===== src/rtl/ds_pkg.sv =====
// Shared constants and types for the delta-sigma DAC modulator.
// Feedback level matches the delta-sigma ADC front end.
package ds_pkg;

    localparam int WIDTH = 16;
    localparam int FB    = 32768;
    localparam int CLIP  = 24576;
    localparam int INT_W = 24;

    typedef logic signed [15:0]      sample_t;
    typedef logic signed [INT_W-1:0] integ_t;
    typedef logic signed [INT_W+1:0] integ_wide_t;

    localparam integ_wide_t INT_HI = 26'sd8388607;
    localparam integ_wide_t INT_LO = -26'sd8388608;

    // Limit a sample to +/-lim so the modulator stays stable.
    function automatic sample_t clamp_sample(input sample_t s, input sample_t lim);
        sample_t neg;
        neg = -lim;
        if (s > lim)
            return lim;
        else if (s < neg)
            return neg;
        else
            return s;
    endfunction

    // Saturate a widened integrator sum back into integrator range.
    function automatic integ_t sat_int(input integ_wide_t v);
        if (v > INT_HI)
            return integ_t'(INT_HI);
        else if (v < INT_LO)
            return integ_t'(INT_LO);
        else
            return integ_t'(v);
    endfunction

endpackage


===== src/rtl/lin_interp.sv =====
// Frame-rate to bit-rate bridge: one-entry holding register,
// phase counter and exact linear interpolation accumulator.
module lin_interp
    import ds_pkg::*;
#(
    parameter int RATE    = 8,
    parameter int CLIP_LV = 24576
) (
    input  logic    clk,
    input  logic    rst,
    input  logic    cke,
    input  sample_t din,
    input  logic    din_valid,
    output logic    din_ready,
    output logic    underrun,
    output sample_t x
);

    localparam int L     = $clog2(RATE);
    localparam int ACC_W = 24;

    localparam sample_t CLIP_S = sample_t'(CLIP_LV);

    sample_t                   r_held;
    logic                      r_full;
    logic [L-1:0]              r_ph;
    sample_t                   r_cur;
    logic signed [16:0]        r_diff;
    logic signed [ACC_W-1:0]   r_acc;
    logic                      r_underrun;

    logic                      w_cap;
    logic                      w_start;
    logic                      w_take;
    sample_t                   w_cur_n;
    logic signed [16:0]        w_diff_n;
    logic signed [ACC_W-1:0]   w_base;

    assign w_cap    = din_valid && !r_full;
    assign w_start  = cke && (r_ph == '0);
    assign w_take   = w_start && r_full;
    assign w_cur_n  = w_take ? r_held : r_cur;
    assign w_diff_n = 17'(w_cur_n) - 17'(r_cur);
    assign w_base   = ACC_W'(r_cur) <<< L;

    // Holding register, frame sequencing and interpolation state.
    always_ff @(posedge clk) begin
        if (rst) begin
            r_held     <= '0;
            r_full     <= 1'b0;
            r_ph       <= '0;
            r_cur      <= '0;
            r_diff     <= '0;
            r_acc      <= '0;
            r_underrun <= 1'b0;
        end else begin
            if (w_cap) begin
                r_held <= clamp_sample(din, CLIP_S);
                r_full <= 1'b1;
            end else if (w_take) begin
                r_full <= 1'b0;
            end
            r_underrun <= w_start && !r_full;
            if (cke) begin
                r_ph <= r_ph + 1'b1;
                if (w_start) begin
                    r_cur  <= w_cur_n;
                    r_diff <= w_diff_n;
                    r_acc  <= w_base + ACC_W'(w_diff_n);
                end else begin
                    r_acc  <= r_acc + ACC_W'(r_diff);
                end
            end
        end
    end

    assign din_ready = !r_full;
    assign underrun  = r_underrun;
    assign x         = sample_t'(r_acc >>> L);

endmodule


===== src/rtl/ds_mod_da.sv =====
// Delta-sigma DAC: linear interpolator feeding a 2nd-order
// CIFB modulator that emits one PDM bit per cke.
module ds_mod_da
    import ds_pkg::*;
#(
    parameter int RATE  = 8,
    parameter int WIDTH = 16,
    parameter int CLIP  = 24576
) (
    input  logic                    clk,
    input  logic                    rst,
    input  logic                    cke,
    input  logic signed [WIDTH-1:0] din,
    input  logic                    din_valid,
    output logic                    din_ready,
    output logic                    pdm_out,
    output logic                    underrun
);

    localparam integ_wide_t FB_W = integ_wide_t'(FB);

    sample_t     w_x;
    integ_wide_t w_fb;
    integ_wide_t w_s1;
    integ_wide_t w_s2;
    integ_t      w_i1n;
    integ_t      w_i2n;

    integ_t      r_i1;
    integ_t      r_i2;
    logic        r_pdm;

    lin_interp #(
        .RATE    (RATE),
        .CLIP_LV (CLIP)
    ) u_interp (
        .clk       (clk),
        .rst       (rst),
        .cke       (cke),
        .din       (sample_t'(din)),
        .din_valid (din_valid),
        .din_ready (din_ready),
        .underrun  (underrun),
        .x         (w_x)
    );

    assign w_fb  = r_pdm ? FB_W : -FB_W;
    assign w_s1  = integ_wide_t'(r_i1) + integ_wide_t'(w_x) - w_fb;
    assign w_i1n = sat_int(w_s1);
    assign w_s2  = integ_wide_t'(r_i2) + integ_wide_t'(w_i1n) - w_fb;
    assign w_i2n = sat_int(w_s2);

    // Integrators and quantizer advance only on bit-rate enables.
    always_ff @(posedge clk) begin
        if (rst) begin
            r_i1  <= '0;
            r_i2  <= '0;
            r_pdm <= 1'b0;
        end else if (cke) begin
            r_i1  <= w_i1n;
            r_i2  <= w_i2n;
            r_pdm <= !w_i2n[INT_W-1];
        end
    end

    assign pdm_out = r_pdm;

endmodule

===== config.mk =====
export PLATFORM = sky130hd
export DESIGN_NAME = ds_mod_da
export DESIGN_NICKNAME = d
export VERILOG_FILES = /design/src/rtl/ds_pkg.sv /design/src/rtl/lin_interp.sv /design/src/rtl/ds_mod_da.sv
export SDC_FILE = /design/constraint.sdc
export NUM_CORES = 1
export LEC_CHECK = 0
export BUFFER_PORTS_ARGS = -buffer_cell sky130_fd_sc_hd__buf_2
export CAP_MARGIN = 30
export CORE_ASPECT_RATIO = 1.2
export CORE_UTILIZATION = 50
export CTS_BUF_LIST = sky130_fd_sc_hd__clkbuf_4
export DETAILED_ROUTE_END_ITERATION = 16
export PLACE_DENSITY = 0.73
export RECOVER_POWER = 100
export SLEW_MARGIN = 20
export SYNTH_ARGS = -nofsm -noshare
export SYNTH_HDL_FRONTEND = slang
export SYNTH_SLANG_ARGS = --single-unit

===== constraint.sdc =====
create_clock -name clk -period 16.48 [get_ports clk]
set_input_delay 1.648 -clock clk [delete_from_list [all_inputs] [get_ports clk]]
set_output_delay 1.648 -clock clk [all_outputs]
set_load 0.05 [all_outputs]

# After elaboration in Yosys (flattened, before gate mapping)

Cells that the tools add are included.

Register bits after elaboration: 127
Bits of input ports: 20
Word-level logic and storage cells: 44

$add $sub $neg: 8
Magnitude comparators: 6
Mux-type cells: 11
Reductions and logical operators: 9

Operator list:

| operator             | number |
|---|---|
| $mux 24              | 5 |
| $gt 26x24->1 const B | 2 |
| $lt 26x24->1 const B | 2 |
| $sub 25x26->26       | 2 |
| $mux 16              | 3 |
| $mux 26              | 1 |
| $add 24x16->25       | 1 |
| $add 24x24->25       | 1 |
| $add 24x17->24       | 1 |
| $add 19x17->20       | 1 |
| $sub 16x16->17       | 1 |
| $gt 16x16->1 const B | 1 |
| $lt 16x16->1 const B | 1 |
| $logic_and 1x1->1    | 4 |
| $add 3x1->3 const B  | 1 |
| $logic_not 3->1      | 1 |
| $logic_not 1->1      | 2 |
| $mux 1               | 2 |
| $reduce_and 2->1     | 1 |
| $reduce_bool 2->1    | 1 |

# Longest topological paths before layout

Gate-level depths: netlist (run 1).

Depth after elaboration: 11
Depth in mapped cells: 30
Mapped depth without buffers: 27

# Modules after synthesis

A second synthesis (run 1) with hierarchy kept.

Cells, all modules: 1400
Area, all modules: 10980.5 sq um

Modules (own cells, without submodules):

| module     | instances | cells each | area each (sq um) | sequential area each (sq um) |
|---|---|---|---|---|
| ds_mod_da  | 1         | 755        | 5763.0            | 980.9 |
| lin_interp | 1         | 645        | 5217.5            | 1461.4 |

# Worst setup path after synthesis (run 1)

OpenSTA, ideal clock, no wires.

Path kind: register -> register
Start point: register r_pdm (netlist: pdm_out)
End point: register r_i2[10]
Arrival time: 7.235 ns
Required time: 16.338 ns
Path slack: 9.103 ns
Cell stages (with the launch flop): 27
Path buffers: 3
Clock period less this slack: 7.377 ns
Cells stage by stage: dfxtp_1 -> inv_1 -> fa_1 -> inv_1 -> ha_1 -> clkbuf_1 -> a21o_1 -> a21o_1 -> a221o_1 -> a221oi_2 -> xor2_2 -> o21ai_2 -> buf_6 -> a21oi_4 -> ha_1 -> inv_1 -> ha_1 -> nor2b_1 -> o31a_1 -> o31ai_1 -> nand4b_1 -> and2_1 -> a2111oi_1 -> o31ai_1 -> a21oi_1 -> buf_2 -> a221oi_1

Cells in the longest elaborated chain, start to end: 10

RTL lines:

| item                   | RTL line        | source |
|---|---|---|
| start, declared        | ds_mod_da.sv:31 | `logic r_pdm;` |
| start signal, assigned | ds_mod_da.sv:62 | `r_pdm <= !w_i2n[INT_W-1];` |
| $mux 26 (*)            | ds_mod_da.sv:47 | `assign w_fb = r_pdm ? FB_W : -FB_W;` |
| $sub 25x26->26         | ds_mod_da.sv:48 | `assign w_s1 = integ_wide_t'(r_i1) + integ_wide_t'(w_x) - w_fb;` |
| $lt 26x24->1           | ds_pkg.sv:33    | `else if (v < INT_LO)` |
| $mux 24                | ds_pkg.sv:33    |  |
| $mux 24                | ds_pkg.sv:31    | `if (v > INT_HI)` |
| $add 24x24->25         | ds_mod_da.sv:50 | `assign w_s2 = integ_wide_t'(r_i2) + integ_wide_t'(w_i1n) - w_fb;` |
| $sub 25x26->26 (*)     | ds_mod_da.sv:50 |  |
| $lt 26x24->1           | ds_pkg.sv:33    |  |
| $mux 24                | ds_pkg.sv:33    |  |
| $mux 24 (*)            | ds_pkg.sv:31    |  |
| end signal, assigned   | ds_mod_da.sv:61 | `r_i2 <= w_i2n;` |
| end, declared          | ds_mod_da.sv:30 | `integ_t r_i2;` |

Every way passes the cells marked *; elsewhere a longest branch is shown, timed or not.
A chain may end at the register's enable or synchronous reset.

# Worst setup path in the final report (run 1)

Start point: register r_pdm (netlist: pdm_out)
End point: register r_i2[16]

Cells in the longest elaborated chain, start to end: 10

RTL lines:

| item               | RTL line        | source |
|---|---|---|
| $mux 26 (*)        | ds_mod_da.sv:47 |  |
| $sub 25x26->26 (*) | ds_mod_da.sv:48 |  |
| $lt 26x24->1       | ds_pkg.sv:33    |  |
| $mux 24            | ds_pkg.sv:33    |  |
| $mux 24 (*)        | ds_pkg.sv:31    |  |
| net w_i1n[16]      | ds_mod_da.sv:26 | `integ_t w_i1n;` |
| $add 24x24->25 (*) | ds_mod_da.sv:50 |  |
| $sub 25x26->26 (*) | ds_mod_da.sv:50 |  |
| $lt 26x24->1       | ds_pkg.sv:33    |  |
| $mux 24            | ds_pkg.sv:33    |  |
| $mux 24 (*)        | ds_pkg.sv:31    |  |

Mark *: on every way through the listed nets, which the timed path passes. The rest lies on a longest branch.

==> flow_summary_export.csv, run 1 <==
group,metric,value,unit
outcome,status,"finished with violations",
outcome,violated_checks,"max-capacitance violations, max-slew violations",
placement,dp_slack,8.59,ns
global_route,overflow,0,
clocking,cts.path.max_buffers,2,
drt,drt_iter0_markers,384,
synthesis,mappedNetlistArea,10700,um2
clocking,cts_setup_buffers,0,
setup_path,cell_with_the_biggest_individual_delay_on_the_critical_path,"clkbuf_1",
clocking,clock_tree_from_tritoncts,"built",
placement,detailedPlacementHpwl,17.4,mm
drt,vias,9130,
die,die_width,135,um
drt,vias_per_cell,5.67,
synthesis,number_of_flops_mapped_to_enable_cells_by_yosys,0,
timing,final_min_period_over_clock_period,55.8,%
global_route,grt_start_max_net_pins,72,
final_layout,finish.utilization,53.3,%
timing,worst_clock_skew,0.0277,ns
synthesis,synth-warning-count,0,
timing,layout_setup_ws,7.28,ns
hold_path,hold_removal_path_class,"register to register",
setup_path,arrival,9.62,ns
timing,max-slew-margin-rel,-118,%
setup_path,criticalPathCategory,"register to register",
die,core_area,20900,um2
setup_path,critical_path_peak_fanout,25,
global_route,grt_pass1_wl,39.5,mm
drt,final_antenna_net_count,0,
timing,drv_slew,208,
synthesis,ys_dominant_reg_cell,"dfxtp_1",
setup_path,cp_peak_stage_delay,1.16,ns
synthesis,number_of_synthesized_register_bits,122,
synthesis,syn_avg_cell_area,8.04,um2
final_layout,drive_above_1_share,6.80,%
clocking,ctsRootBufferMaster,"clkbuf_4",
timing,fin_tns_setup,0,ns
drt,drt_pre_antenna_iters,5,
die,io_pins,23,
run,max-cap-violations,4,
setup_path,timing.critical_path.required,16.91,ns
final_layout,final_net_count,1497,
global_route,grt_antenna_before_repair,1,
drt,average_detailed_routed_wire_length_per_instance,14.3,um
setup_path,cp-start-kind,"register",
clocking,cts.hold.buffers_added,0,
drt,wirelength,23.1,mm
die,design.die.area,21900,um2
clocking,clock_sinks,122,
clocking,cts_h_tree_depth,4,
clocking,tritoncts.num_buffers,17,
timing,max_freq,109,MHz
clocking,post_cts_resize_count,0,
die,initial_utilization,51.0,%
timing,tightest_slew,3.27,ns
setup_path,cp.buffers_inverters,4,
synthesis,yosysSeqAreaShare,22.9,%
die,floorplan.die.height,162,um
setup_path,critical-path-top-delay-family,"simple AND/OR/NAND/NOR gates",
drt,drcViolationCount,0,
final_layout,area.growth.synth_to_final,4.54,%
die,floorplan.rows,58,
timing,fin_crit,9.20,ns
placement,portBuffers,22,
clocking,clk_pin_slew,0.13,ns
setup_path,worstSetupEndpointType,"register",
timing,setup_viol,0,
global_route,track_usage,21.8,%
timing,setup_repair_after_global_routing_missed_its_margin,"false",
synthesis,syn_inst,1326,
clocking,clkLatencyLatePin,0.57,ns
global_route,first_global_vias,8835,
timing,hold_viol_final,0,
synthesis,mappedNetlistNets,1497,
placement,place_congestion,0.891,
synthesis,ys_async_sr_fraction,0,%
synthesis,yosys.cell_types.count,77,
path summary, 6_finish.rpt:
kind	start	slack [ns]	end	cells after the start
setup reg to reg	pdm_out	7.28	r_i2[16]	25
hold / removal	u_interp.r_acc[0]	0.46	u_interp.r_acc[0]	2
setup / recovery	pdm_out	7.28	r_i2[16]	25
hold reg to reg	u_interp.r_acc[0]	0.46	u_interp.r_acc[0]	2
flip-flops by register name, summed over array words and instances (netlist names):
| signal | flops |
|---|---|
| pdm_out | 1 |
| r_i1 | 24 |
| r_i2 | 24 |
| u_interp.r_acc | 19 |
| u_interp.r_cur | 16 |
| u_interp.r_diff | 17 |
| u_interp.r_full | 1 |
| u_interp.r_held | 16 |
| u_interp.r_ph | 3 |
| u_interp.underrun | 1 |
cells in the final DEF (no fill, tap or decap), drive strengths merged, types with 10 or more instances in the layout:
master and count:
a211oi 45, a21o 33, a21oi 109, a221oi 18, a22oi 13, a31oi 16, and2 23, buf 21
clkbuf 26, clkinv 10, dfxtp 122, fa 19, ha 132, inv 170, mux2 14, nand2 95
nand2b 16, nand3 30, nor2 123, nor2b 16, nor3 25, o21a 20, o21ai 53, xnor2 54
xor2 25
worst register-to-register path, cell delays in order (launching register included):
cell	delay [ns]
dfxtp_1	0.86
inv_1	0.45
fa_1	0.64
inv_1	0.05
ha_1	0.39
a21o_1	0.20
a21o_1	0.17
a221o_1	0.38
a221oi_1	0.32
xor2_1	0.22
o21ai_4	0.17
clkbuf_1	1.16
nand2_1	0.18
nand2b_1	0.18
fa_1	0.43
ha_1	0.37
and4_1	0.25
nand3_1	0.11
inv_1	0.04
a221oi_1	0.42
a21o_1	0.20
nand4_1	0.11
nor4_1	0.26
or2_0	1.00
nand4b_1	0.19
a31oi_1	0.31
kinds of logic (layout without fill, tap and decap cells):
family / Yosys count / after routing / share of synthesized area [%]
compound gates: 377 / 377 / 25.9
xor+xnor: 79 / 79 / 6.56
fa+ha+maj: 151 / 151 / 19.1
buf+inv: 219 / 232 / 8.00
flops: 122 / 122 / 22.9
mux: 17 / 17 / 1.76
other cells: 0 / 1 / 0
simple gates: 361 / 361 / 15.7
synth_stat cells (4+ instances only):
library cell / n / area share (%)
nor3_1: 25 / 1.2
a211oi_2: 10 / 1.2
a211oi_1: 35 / 2.5
a21oi_4: 11 / 1.7
ha_1: 132 / 15
and4_1: 5 / 0.41
mux2_2: 14 / 1.5
o211ai_1: 5 / 0.35
inv_1: 169 / 6.0
a31oi_1: 15 / 0.88
fa_1: 19 / 3.6
a22oi_1: 13 / 0.92
o31ai_1: 6 / 0.42
xor2_1: 24 / 2.0
dfxtp_1: 122 / 23
nand3_1: 30 / 1.4
a21oi_2: 4 / 0.33
o211a_1: 4 / 0.38
xnor2_1: 54 / 4.4
o21ai_0: 48 / 2.3
o21bai_1: 9 / 0.63
nand4_1: 6 / 0.35
nand2_1: 95 / 3.3
a311oi_1: 6 / 0.49
nor2b_1: 16 / 0.94
a2111oi_0: 6 / 0.49
a221oi_1: 16 / 1.3
and2_1: 23 / 1.4
o21a_1: 20 / 1.4
a21oi_1: 94 / 4.4
a21o_1: 33 / 2.3
nand2b_1: 16 / 0.94
clkbuf_1: 40 / 1.4
nor2_1: 122 / 4.3
or3_1: 6 / 0.35
area by class of cell:
cell class                 count  area, um2
multi-input combinational    985       7290
timing repair buffer          30        149
antenna                        1       2.50
clock buffer                  17        128
clock inverter                15        153
sequential                   122       2440
inverter                     170        638
fill                        1997       9760
tap                          270        338
per-layer routing:
| metal | vias to the layer above | routed length, um | share of wire, % | track usage, % |
|---|---|---|---|---|
| li1 | 4670 | - | - | - |
| met1 | 4271 | 10800 | 47 | 26.0 |
| met2 | 157 | 11300 | 49 | 40.0 |
| met3 | 32 | 657 | 2.8 | 2.81 |
| met4 | 0 | 345 | 1.5 | 6.74 |
| met5 | - | 0 | 0 | 0 |
through the flow:
step,cell area [um2],cells,hold slack (ns)
after floorplan,10700,1326,0.436
after global placement,11000,1577,0.444
after detailed placement,11000,1577,0.451
after CTS,11200,1609,0.466
after global routing,11100,1610,0.483
final,11100,1610,0.463
Power of run 1 is not shown: default switching activity piles up to over one toggle a cycle in this logic, so the estimate is an artifact.
==> run 2: changes to the inputs <==
- clock period: 16.48 -> 9.6 ns (I/O delays scaled with it)
==> flow_summary_export.csv, run 2 (synthesis results as in run 1) <==
group,metric,value,unit
outcome,status,"finished with violations",
outcome,violated_checks,"max-capacitance violations, max-slew violations",
final_layout,mostFrequentLayoutCells,"169 x inv_1, 132 x ha_1, 122 x nor2_1, 122 x dfxtp_1, 103 x a21oi_1",
run,max-cap-violations,3,
timing,final_min_period_over_clock_period,83.0,%
die,design.die.area,21900,um2
timing,max-slew-margin-rel,-141,%
timing,max_freq,125,MHz
global_route,overflow,0,
final_layout,drive_above_1_share,5.82,%
clocking,cts_setup_buffers,0,
global_route,grt_antenna_before_repair,1,
drt,wirelength,23.4,mm
setup_path,worstSetupEndpointType,"register",
final_layout,num-fill-cells,1978,
drt,average_detailed_routed_wire_length_per_instance,14.5,um
placement,place_congestion,0.876,
clocking,post_cts_resize_count,0,
setup_path,critical_path_peak_fanout,45,
final_layout,layout.cells.most_common,"inv_1",
clocking,clk_pin_slew,0.11,ns
setup_path,criticalPathCategory,"input port to register",
drt,final_antenna_net_count,0,
timing,drv_slew,154,
drt,drt_iter0_markers,357,
clocking,cts_h_tree_depth,4,
clocking,tritoncts.num_buffers,17,
hold_path,hold_removal_path_class,"register to register",
final_layout,area.growth.synth_to_final,4.79,%
drt,drcViolationCount,0,
drt,vias,9074,
setup_path,r2r_end,"r_i2[0]",
placement,placement.cell_area,11000,um2
setup_path,reg2reg_from,"pdm_out",
placement,portBuffers,22,
timing,setup_viol,0,
clocking,clock_tree_from_tritoncts,"built",
clocking,ctsRootBufferMaster,"clkbuf_4",
hold_path,min_to,"u_interp.r_diff[11]",
die,initial_utilization,51.0,%
die,io_pins,23,
die,floorplan.rows,58,
timing,fin_crit,7.97,ns
setup_path,r2r.worst_path.cells,26,
global_route,track_usage,22.2,%
drt,drt_pre_antenna_iters,6,
setup_path,arrival,8.44,ns
global_route,grt_pass1_wl,39.7,mm
hold_path,hold_path_depth,2,
setup_path,cp-start-kind,"input port",
final_layout,biggestRegsByFlops,"r_i1: 24 flops, r_i2: 24 flops, u_interp.r_acc: 19 flops",
die,floorplan.die.height,162,um
final_layout,final_net_count,1500,
timing,worst_clock_skew,0.0247,ns
timing,tightest_slew,3.62,ns
clocking,clock_sinks,122,
global_route,first_global_vias,8809,
die,core_area,20900,um2
drt,vias_per_cell,5.63,
clocking,cts.hold.buffers_added,0,
final_layout,final_design_area_no_fill,11200,um2
setup_path,timing.critical_path.required,10.07,ns
setup_path,r2r_slack,1.70,ns
global_route,grt_start_max_net_pins,82,
timing,hold_viol_final,0,
timing,setup_repair_after_global_routing_missed_its_margin,"false",
die,die_width,135,um
clocking,cts.path.max_buffers,2,
placement,detailedPlacementHpwl,17.6,mm
hold_path,worst_hold_startpoint,"u_interp.r_diff[11]",
clocking,clkLatencyLatePin,0.57,ns
final_layout,finish.utilization,53.4,%
timing,fin_tns_setup,0,ns
[run 2: changes by cell type in the layout (fill, tap and decap cells not counted), moves of 2 or more]
cell / previous run / this run
and2_0: 5 / 3
a21oi_1: 100 / 103
clkbuf_1: 9 / 12
mux2_2: 13 / 2
a211oi_1: 39 / 37
a211oi_2: 6 / 8
mux2_1: 1 / 12
a21oi_4: 9 / 6
clkinv_4: 5 / 2
and2_1: 18 / 20
[run 2: worst max-delay path by stage]
stage | start | endpoint | slack [ns] | cells past startpoint
6_report | cke | u_interp.r_acc[17] | 1.63 | 26
5_1_grt | cke | u_interp.r_acc[17] | 0.79 | 26
4_1_cts | pdm_out | r_i2[0] | 1.83 | 25
3_5_place_dp | pdm_out | r_i2[0] | 1.85 | 26
3_3_place_gp | pdm_out | r_i2[0] | 2.09 | 25
2_1_floorplan | pdm_out | r_i2[10] | 2.22 | 26
[run 2: final cells by class]
type	instances	area [um2]	share of cell area (%)
antenna	1	2.50	0.0224
clock buffer	18	135	1.21
clock inverter	13	154	1.38
inverter	170	638	5.71
multi-input combinational	985	7270	65.1
sequential	122	2440	21.9
tap	270	338	3.03
timing repair buffer	33	183	1.64
[run 2: per-layer routing]
layer	track usage (%)	routed length [um]	up-vias
met5	0	0	-
met4	8.07	468	0
met3	2.97	651	36
met2	39.5	11600	160
met1	27.0	10700	4210
li1	-	-	4668
[run 2: metrics by stage]
stage               hold slack (ns)  cells  worst slack, ns
finish                        0.464   1612             1.63
global route                  0.486   1612            0.787
detailed placement            0.453   1579             1.85
CTS                           0.468   1610             1.83
floorplan                     0.436   1326             2.22
global placement              0.445   1579             2.09
[run 2: worst max-delay path: stages]
cell	delay, ns
clkbuf_1	0.09
clkinv_1	0.06
buf_4	0.29
nor3b_1	0.26
clkbuf_1	1.13
nand2_1	0.83
mux2i_1	0.53
inv_1	0.09
ha_1	0.30
nor2b_1	0.13
o21a_1	0.17
o21ai_0	0.23
nand2_1	0.09
a21oi_1	0.17
xnor2_1	0.17
ha_1	0.32
a21o_1	0.19
a21o_1	0.21
a2111oi_0	0.65
o31ai_1	0.26
o41a_1	0.40
a21o_1	0.19
a21oi_1	0.18
xnor2_1	0.16
o22ai_1	0.11
a211oi_1	0.24
Power of run 2 is left out for the same reason.
==> run 3: changes to the inputs <==
- ABC_AREA: not set -> 1
- PLACE_DENSITY: 0.73 -> 0.75
- clock period: 9.6 -> 6.7 ns (I/O delays scaled with it)
==> flow_summary_export.csv, run 3 <==
group,metric,value,unit
placement,placement.cell_area,12200,um2
timing,drv_slew,79,
run,max-cap-violations,2,
hold_path,hold_removal_path_class,"input port to register",
global_route,grt_antenna_before_repair,1,
timing,final_min_period_over_clock_period,90.3,%
timing,max-slew-margin-rel,-35.7,%
setup_path,cp_peak_stage_delay,0.61,ns
setup_path,critical_path_peak_fanout,24,
synthesis,post_synth_top_cells,"466 x nand2_1, 384 x inv_1, 189 x a21oi_1",
final_layout,layout.cells.most_common,"nand2_1",
final_layout,mostFrequentLayoutCells,"470 x nand2_1, 385 x inv_1, 189 x a21oi_1",
timing,setup_viol,0,
final_layout,layoutNonFillerInstCount,2252,
synthesis,yosysSeqAreaShare,20.6,%
synthesis,mappedNetlistArea,11900,um2
drt,drcViolationCount,0,
die,design.die.area,24400,um2
timing,tightest_slew,2.04,ns
drt,drt_pre_antenna_iters,7,
synthesis,ys_async_sr_fraction,0,%
clocking,cts.path.max_buffers,2,
die,io_pins,23,
synthesis,ys_dominant_reg_cell,"dfxtp_1",
setup_path,cp-start-kind,"register",
synthesis,syn_avg_cell_area,6.18,um2
final_layout,final_design_area_no_fill,12500,um2
clocking,ctsRootBufferMaster,"clkbuf_4",
synthesis,synth_top_area_cells,"dfxtp_1 21%, nand2_1 15%, ha_1 14%, inv_1 12%, a21oi_1 8.0%",
timing,max_freq,165,MHz
clocking,clock_tree_from_tritoncts,"built",
final_layout,biggestRegsByFlops,"r_i1: 24 flops, r_i2: 24 flops, u_interp.r_acc: 19 flops",
global_route,track_usage,26.0,%
setup_path,arrival,6.54,ns
setup_path,timing.critical_path.required,7.20,ns
setup_path,criticalPathCategory,"register to register",
die,floorplan.rows,61,
setup_path,cell_with_the_biggest_individual_delay_on_the_critical_path,"fa_1",
drt,wirelength,30.1,mm
timing,worst_clock_skew,0.0334,ns
clocking,cts_h_tree_depth,4,
timing,setup_repair_after_global_routing_missed_its_margin,"false",
synthesis,number_of_synthesized_register_bits,122,
synthesis,syn_inst,1923,
setup_path,worstSetupEndpointType,"register",
timing,fin_crit,6.05,ns
setup_path,critical-path-top-delay-family,"simple AND/OR/NAND/NOR gates",
die,initial_utilization,51.0,%
drt,final_antenna_net_count,0,
setup_path,worstSetupPathDepth,29,
hold_path,hold_path_depth,3,
setup_path,worst_path_most_repeated_cell,"nand2_1",
die,floorplan.die.height,171,um
synthesis,synth-warning-count,0,
final_layout,drive_above_1_share,4.70,%
drt,average_detailed_routed_wire_length_per_instance,13.4,um
global_route,grt_start_max_net_pins,90,
clocking,clkLatencyLatePin,0.57,ns
drt,vias,11560,
setup_path,r2r.worst_path.cells,29,
global_route,overflow,0,
clocking,tritoncts.num_buffers,17,
synthesis,netlist.area_leader.share,20.6,%
clocking,cts_setup_buffers,0,
drt,drt_iter0_markers,569,
die,die_width,143,um
synthesis,synth_top_cell_by_area,"dfxtp_1",
placement,place_congestion,0.994,
synthesis,library_cell_with_the_highest_instance_count_after_synthesis,"nand2_1",
drt,vias_per_cell,5.13,
global_route,first_global_vias,11257,
outcome,violated_checks,"max-capacitance violations, max-slew violations",
timing,hold_viol_final,0,
die,core_area,23300,um2
synthesis,number_of_flops_mapped_to_enable_cells_by_yosys,0,
synthesis,yosys.cell_types.count,47,
clocking,clock_sinks,122,
placement,portBuffers,22,
synthesis,mappedNetlistNets,2094,
setup_path,cp.buffers_inverters,6,
outcome,status,"finished with violations",
final_layout,final_net_count,2095,
final_layout,area.growth.synth_to_final,5.67,%
global_route,grt_pass1_wl,50.6,mm
clocking,clk_pin_slew,0.12,ns
placement,placed_cells_incl_taps,2220,
placement,detailedPlacementHpwl,23.6,mm
timing,fin_tns_setup,0,ns
[run 3: final cells by class]
type	count	area, um2
sequential	122	2440
clock buffer	20	150
fill	2359	10700
antenna	1	2.50
inverter	387	1450
timing repair buffer	32	186
multi-input combinational	1364	7750
clock inverter	11	171
tap	315	394
[run 3: timing repair]
| item | in CTS | in global routing |
|---|---|---|
| hold buffers | 0 | 0 |
| setup endpoints to repair | 0 | 15 |
| resized for setup | 0 | 1 |
[run 3: kinds of logic (layout without fill, tap and decap cells)]
| kind of cell | after synthesis | count (layout) | synth area share (%) |
|---|---|---|---|
| and+or+nand+nor | 811 | 811 | 28.4 |
| buffers and inverters | 437 | 450 | 14.2 |
| AOI/OAI and AO/OA | 351 | 351 | 16.0 |
| adders and majority gates | 151 | 151 | 17.1 |
| DFF | 122 | 122 | 20.6 |
| xor gates and xnor gates | 50 | 50 | 3.69 |
| muxes | 1 | 1 | 0.0843 |
| other | 0 | 1 | 0 |
[run 3: per-stage QoR]
| step | worst slack [ns] | util [%] | hold WS, ns |
|---|---|---|---|
| final | 0.652 | 53.9 | 0.354 |
| after global placement | 0.786 | 52.6 | 0.450 |
| after detailed placement | 0.649 | 52.6 | 0.450 |
| after CTS | 0.617 | 54.0 | 0.306 |
| after floorplan | 0.894 | - | 0.426 |
| after global routing | 0.0203 | 53.9 | 0.327 |
[run 3: worst paths after layout]
path,from,to,slack [ns]
max,pdm_out,r_i2[0],0.65
min,din_valid,u_interp.r_full,0.35
max reg2reg,pdm_out,r_i2[0],0.65
min reg2reg,u_interp.r_held[9],u_interp.r_held[9],0.47
[run 3: metal layers]
metal	vias up	share of wire, %	wire [um]	global-route usage [%]
met1	5166	43	12900	28.0
met3	73	2.9	870	3.58
met2	225	50	15100	49.1
li1	6096	-	-	-
met4	0	4.1	1220	12.9
met5	-	0	0	0
[run 3: tightest hold or removal path: stages]
cell and delay (ns):
buf_2 0.09, o211ai_1 0.08, inv_1 0.05
Power of run 3 is left out for the same reason.
